==> config.mk <==
export PLATFORM = sky130hd
export DESIGN_NAME = demux13x8_buf_flat
export DESIGN_NICKNAME = d
export VERILOG_FILES = /design/src/rtl/demux13x8_buf_if.sv /design/src/rtl/demux13x8_buf.sv /design/src/flat_wrapper.sv
export SDC_FILE = /design/constraint.sdc
export NUM_CORES = 1
export LEC_CHECK = 0
export CORE_UTILIZATION = 40
export CTS_CLUSTER_SIZE = 20
export DETAILED_ROUTE_END_ITERATION = 8
export PLACE_DENSITY = 0.74
export RECOVER_POWER = 25
export SLEW_MARGIN = 20
export SYNTH_ARGS = -nofsm -noshare
export SYNTH_HDL_FRONTEND = slang
export SYNTH_SLANG_ARGS = --single-unit
==> constraint.sdc <==
create_clock -name clk -period 4.2 [get_ports clk]
set_clock_uncertainty 0.05 [all_clocks]
set_input_delay 0.84 -clock clk [delete_from_list [all_inputs] [get_ports clk]]
set_output_delay 0.84 -clock clk [all_outputs]
set_load 0.01 [all_outputs]
==> src/rtl/demux13x8_buf_if.sv <==
`default_nettype none
// ============================================================================
// Module   : demux13x8_buf_if
// Brief    : Producer stream and three consumer-port handshakes of the 1:3 demux
// Revision : 1.0
// ============================================================================
interface demux13x8_buf_if #(
  parameter int WIDTH = 8
);
  logic             in_valid;
  logic             in_ready;
  logic [WIDTH-1:0] datain;
  logic [1:0]       s;

  logic             a_valid;
  logic             b_valid;
  logic             c_valid;
  logic             a_ready;
  logic             b_ready;
  logic             c_ready;
  logic [WIDTH-1:0] dataout_a;
  logic [WIDTH-1:0] dataout_b;
  logic [WIDTH-1:0] dataout_c;

  modport master (
    output in_valid, datain, s, a_ready, b_ready, c_ready,
    input  in_ready, a_valid, b_valid, c_valid, dataout_a, dataout_b, dataout_c
  );

  modport slave (
    input  in_valid, datain, s, a_ready, b_ready, c_ready,
    output in_ready, a_valid, b_valid, c_valid, dataout_a, dataout_b, dataout_c
  );
endinterface
`default_nettype wire

==> src/rtl/demux13x8_buf.sv <==
`default_nettype none
// ============================================================================
// Module   : demux13x8_buf
// Brief    : Registered 1:3 word demux, one holding register per port,
//            per-port delivered-word counters and sticky illegal-select flag
// Revision : 1.0
// ============================================================================
module demux13x8_buf #(
  parameter int WIDTH = 8,
  parameter int CW    = 8
) (
  input  wire logic          clk,
  input  wire logic          rst_n,
  demux13x8_buf_if.slave     bus,
  input  wire logic          clr_err,
  output logic [CW-1:0]      count_a,
  output logic [CW-1:0]      count_b,
  output logic [CW-1:0]      count_c,
  output logic               err
);

  localparam logic [1:0]    c_sel_illegal = 2'b11;
  localparam logic [CW-1:0] c_cnt_one     = {{(CW-1){1'b0}}, 1'b1};

  logic [2:0]       w_out_ready;
  logic [2:0]       w_valid;
  logic [WIDTH-1:0] w_data  [3];
  logic [CW-1:0]    w_count [3];
  logic             w_in_ready;
  logic             w_xfer;
  logic             r_err;

  assign w_out_ready = {bus.c_ready, bus.b_ready, bus.a_ready};

  // Only the selected port's occupancy gates the input; s=11 is always sunk.
  always_comb begin
    w_in_ready = 1'b1;
    case (bus.s)
      2'b00:   w_in_ready = !w_valid[0] || w_out_ready[0];
      2'b01:   w_in_ready = !w_valid[1] || w_out_ready[1];
      2'b10:   w_in_ready = !w_valid[2] || w_out_ready[2];
      default: w_in_ready = 1'b1;
    endcase
  end

  assign w_xfer       = bus.in_valid && w_in_ready;
  assign bus.in_ready = w_in_ready;

  generate
    for (genvar i = 0; i < 3; i++) begin : g_port
      localparam logic [1:0] c_sel = 2'(i);

      logic             w_load;
      logic             w_drain;
      logic             r_valid;
      logic [WIDTH-1:0] r_data;
      logic [CW-1:0]    r_count;

      assign w_load  = w_xfer && (bus.s == c_sel);
      assign w_drain = r_valid && w_out_ready[i];

      // A load takes priority over a drain so a full port streams 1 word/cycle.
      always_ff @(posedge clk or negedge rst_n) begin
        if (!rst_n) begin
          r_valid <= 1'b0;
          r_data  <= '0;
          r_count <= '0;
        end else begin
          if (w_load) begin
            r_valid <= 1'b1;
            r_data  <= bus.datain;
          end else if (w_drain) begin
            r_valid <= 1'b0;
          end
          if (w_drain) begin
            r_count <= r_count + c_cnt_one;
          end
        end
      end

      assign w_valid[i] = r_valid;
      assign w_data[i]  = r_data;
      assign w_count[i] = r_count;
    end
  endgenerate

  // Setting by an illegal transfer wins over a simultaneous clear.
  always_ff @(posedge clk or negedge rst_n) begin
    if (!rst_n) begin
      r_err <= 1'b0;
    end else if (w_xfer && (bus.s == c_sel_illegal)) begin
      r_err <= 1'b1;
    end else if (clr_err) begin
      r_err <= 1'b0;
    end
  end

  assign bus.a_valid   = w_valid[0];
  assign bus.b_valid   = w_valid[1];
  assign bus.c_valid   = w_valid[2];
  assign bus.dataout_a = w_data[0];
  assign bus.dataout_b = w_data[1];
  assign bus.dataout_c = w_data[2];
  assign count_a       = w_count[0];
  assign count_b       = w_count[1];
  assign count_c       = w_count[2];
  assign err           = r_err;

endmodule
`default_nettype wire

==> src/flat_wrapper.sv <==
// flat-port wrapper written by rule: the top's interface ports become plain ports
module demux13x8_buf_flat 
#(
  parameter int WIDTH = 8,
  parameter int CW    = 8
)
  (clk, rst_n, clr_err, count_a, count_b, count_c, err, bus_in_valid, bus_datain, bus_s, bus_a_ready, bus_b_ready, bus_c_ready, bus_in_ready, bus_a_valid, bus_b_valid, bus_c_valid, bus_dataout_a, bus_dataout_b, bus_dataout_c);
  demux13x8_buf_if #(.WIDTH(WIDTH)) bus_i ();
  input  wire logic clk;
  input  wire logic rst_n;
  input  wire logic clr_err;
  output logic [CW-1:0] count_a;
  output logic [CW-1:0] count_b;
  output logic [CW-1:0] count_c;
  output logic err;
  input wire logic [$bits(bus_i.in_valid)-1:0] bus_in_valid;
  input wire logic [$bits(bus_i.datain)-1:0] bus_datain;
  input wire logic [$bits(bus_i.s)-1:0] bus_s;
  input wire logic [$bits(bus_i.a_ready)-1:0] bus_a_ready;
  input wire logic [$bits(bus_i.b_ready)-1:0] bus_b_ready;
  input wire logic [$bits(bus_i.c_ready)-1:0] bus_c_ready;
  output wire logic [$bits(bus_i.in_ready)-1:0] bus_in_ready;
  output wire logic [$bits(bus_i.a_valid)-1:0] bus_a_valid;
  output wire logic [$bits(bus_i.b_valid)-1:0] bus_b_valid;
  output wire logic [$bits(bus_i.c_valid)-1:0] bus_c_valid;
  output wire logic [$bits(bus_i.dataout_a)-1:0] bus_dataout_a;
  output wire logic [$bits(bus_i.dataout_b)-1:0] bus_dataout_b;
  output wire logic [$bits(bus_i.dataout_c)-1:0] bus_dataout_c;
  assign bus_i.in_valid = bus_in_valid;
  assign bus_i.datain = bus_datain;
  assign bus_i.s = bus_s;
  assign bus_i.a_ready = bus_a_ready;
  assign bus_i.b_ready = bus_b_ready;
  assign bus_i.c_ready = bus_c_ready;
  assign bus_in_ready = bus_i.in_ready;
  assign bus_a_valid = bus_i.a_valid;
  assign bus_b_valid = bus_i.b_valid;
  assign bus_c_valid = bus_i.c_valid;
  assign bus_dataout_a = bus_i.dataout_a;
  assign bus_dataout_b = bus_i.dataout_b;
  assign bus_dataout_c = bus_i.dataout_c;
  demux13x8_buf #(.WIDTH(WIDTH), .CW(CW)) u_core (.clk(clk), .rst_n(rst_n), .bus(bus_i), .clr_err(clr_err), .count_a(count_a), .count_b(count_b), .count_c(count_c), .err(err));
endmodule
==> out/metrics.yaml <==
outcome: "finished, violations left"
violations: "max-capacitance violations, max-slew violations"
die_h_um: 74.9
synth-edff-count: 0
p_clk_share_pct: 21.6
dr_total_vias: 1437
synth-seq-cells: 52
fin_crit_sh_pct: 77.8
yosys.area.top_type_share_pct: 61.2
path_max_fanout: 4
grt_use_total_pct: 15.9
post_cts_resized: 0
crit_required_ns: 3.31
cp-end-kind: "primary output"
fmax_mhz: 306
num-nets-final: 246
grt_pass1_vias: 1414
p_sw_share_pct: 28.3
syn_area_per_cell_sq_um: 13.9
row_count: 26
hp-class: "reg2reg"
async_reset_ff_share_pct: 100
slew_viol_final: 53
tightest_slew_ns: 2.74
post_cts.repair.setup_buffers: 0
fp.dieW_um: 74.9
grt_max_degree: 53
seq_power_share_pct: 46.9
startpoint_type: "input port"
final.setup.tns_ns: 0
numCtsBuffers: 5
antenna_found_initial: 0
post-route-min-period_ns: 3.27
n_antenna_cell: 0
cts_max_level: 2
clockBufferDepth: 2
hold_viol_final: 0
drtPass1Iterations: 6
crit_arrival_ns: 2.38
synthesis.instances: 153
pwr-share-comb_pct: 31.4
synth_most_common_cell: "dfrtp_1"
ir_drop_v: 0.000241
ctsHoldBuffers: 0
drive_gt1_share_pct: 17.2
ys_seq_area_share_pct: 61.2
path_class: "in2out"
dp_cells: 289
cts.sinks: 52
syn_nets: 173
fin_hold_ws_ns: 0.420
internal_power_uw: 1090
gp_congestion: 0.702
drv_cap: 1
synth.distinct_cells: 21
insertion_delay_ns: 0.29
finalSetupViolCount: 0
p_per_area_mw_per_mm2: 509
cts.clk_slew.worst_paths_ns: 0.08
dpl.hpwl_mm: 2.91
wirelength_mm: 4.01
synth.top_cells.by_count: "dfrtp_1 (52), mux2_2 (27), xnor2_1 (19), nand4_1 (10), nand2_1 (8)"
grt_pass1_wl_mm: 6.68
area_growth_pct: 40.7
max-slew-margin-rel_pct: -82.8
synth_flop_cell: "dfrtp_1"
die_area_sq_mm: 0.00561
initial_core_util_pct: 41.6
power_leakage_uw: 0.00126
remaining_drc_errors: 0
ant_nets: 0
p_switching_uw: 430
synth_area_leaders: "dfrtp_1 (61%), mux2_2 (14%), xnor2_1 (7.8%), nand4_1 (2.9%), and3_1 (2.1%)"
rsz0062_at_grt: "no"
synth.cell_area_sq_mm: 0.00212
wl_per_cell_um: 13.5
grt.overflow.total: 0
finalPower_uw: 1520
final_cells: 297
cts_tree: "done"
synth_top_area_cell: "dfrtp_1"
ioPinCount: 70
ctsRootBufferMaster: "clkbuf_8"
yosys_warnings: 0
via_per_inst: 4.84
io_buffers: 69
dr.first_iter.drc_count: 31
design.core.area_sq_mm: 0.00511
==> critical path, cell delays in order <==
cell,delay [ns]
clkdlybuf4s50_1,0.53
nand2b_1,0.18
mux2i_1,0.09
o21ai_0,0.16
clkdlybuf4s50_1,0.58
==> worst paths after layout <==
kind	from	to	slack, ns	cells after the start
max	bus_b_ready	bus_in_ready	0.93	5
min	u_core.count_c[7]	u_core.count_c[7]	0.42	1
max reg2reg	u_core.bus.c_valid	u_core.bus.dataout_c[0]	2.64	3
min reg2reg	u_core.count_c[7]	u_core.count_c[7]	0.42	1
max in group asynchronous	rst_n	u_core.count_c[7]	1.09	2
min in group asynchronous	rst_n	u_core.bus.dataout_a[4]	1.47	2
==> area by class of cell <==
class | instances | area (sq um)
inverters | 1 | 3.75
clock buffers | 6 | 72.6
clock inverters | 2 | 35.0
well taps | 70 | 87.6
multi-input cells | 96 | 800
fillers | 423 | 2120
repair buffers | 70 | 689
flip-flops and latches | 52 | 1300
==> registers in the layout, indices dropped and copies added, names as in the netlist <==
| register | cells |
|---|---|
| u_core.bus.dataout_b | 8 |
| u_core.bus.c_valid | 1 |
| u_core.bus.dataout_a | 8 |
| u_core.bus.a_valid | 1 |
| u_core.bus.b_valid | 1 |
| u_core.count_a | 8 |
| u_core.count_b | 8 |
| u_core.count_c | 8 |
| u_core.err | 1 |
| u_core.bus.dataout_c | 8 |
==> stage by stage <==
step | setup WS [ns] | area (sq um) | util, %
finish | 0.934 | 2990 | 58.5
global route | 0.463 | 2990 | 58.5
CTS | 0.943 | 2990 | 58.6
detailed placement | 0.969 | 2890 | 56.5
global placement | 0.948 | 2890 | 56.5
floorplan | 1.93 | 2120 | -
==> cell families after synthesis <==
logic type | after synthesis | share of synthesized area (%)
flip-flops | 52 | 61.2
AND/OR/NAND/NOR | 40 | 11.5
multiplexers | 28 | 14.8
XOR/XNOR | 21 | 8.66
buffers and inverters | 5 | 1.12
AO/OA/AOI/OAI | 4 | 0.942
adder cells (fa/ha/maj) | 3 | 1.77
==> routing by layer <==
metal  vias up  routed length, um  track usage, %
met5         -                  0               0
met4         0                 15            4.19
li1        686                  -               -
met3         4                369            7.63
met2        46               1810            23.1
met1       701               1810            21.4
==> cell usage in the layout, fill, tap and decap left out, types with 2 or more instances in the layout <==
cell type        instances
clkbuf_1                 2
nand2_1                  8
and3_1                   7
nand4_1                 10
ha_1                     3
nand2b_1                 3
clkbuf_8                 5
xnor2_1                 19
nand3_1                  5
xor2_1                   2
dfrtp_1                 52
clkdlybuf4s50_1         68
and2_1                   3
o21ai_0                  4
mux2_2                  27
==> power groups by stage <==
| stage | Combinational [uW] | Sequential [uW] | Clock (uW) |
|---|---|---|---|
| 6_report | 479 | 715 | 329 |
| 5_1_grt | 523 | 738 | 361 |
| 4_1_cts | 486 | 717 | 341 |
| 3_5_place_dp | 484 | 726 | 0 |
| 3_3_place_gp | 476 | 723 | 0 |
| 2_1_floorplan | 146 | 766 | 0 |
(Power assumes the default switching activity.)
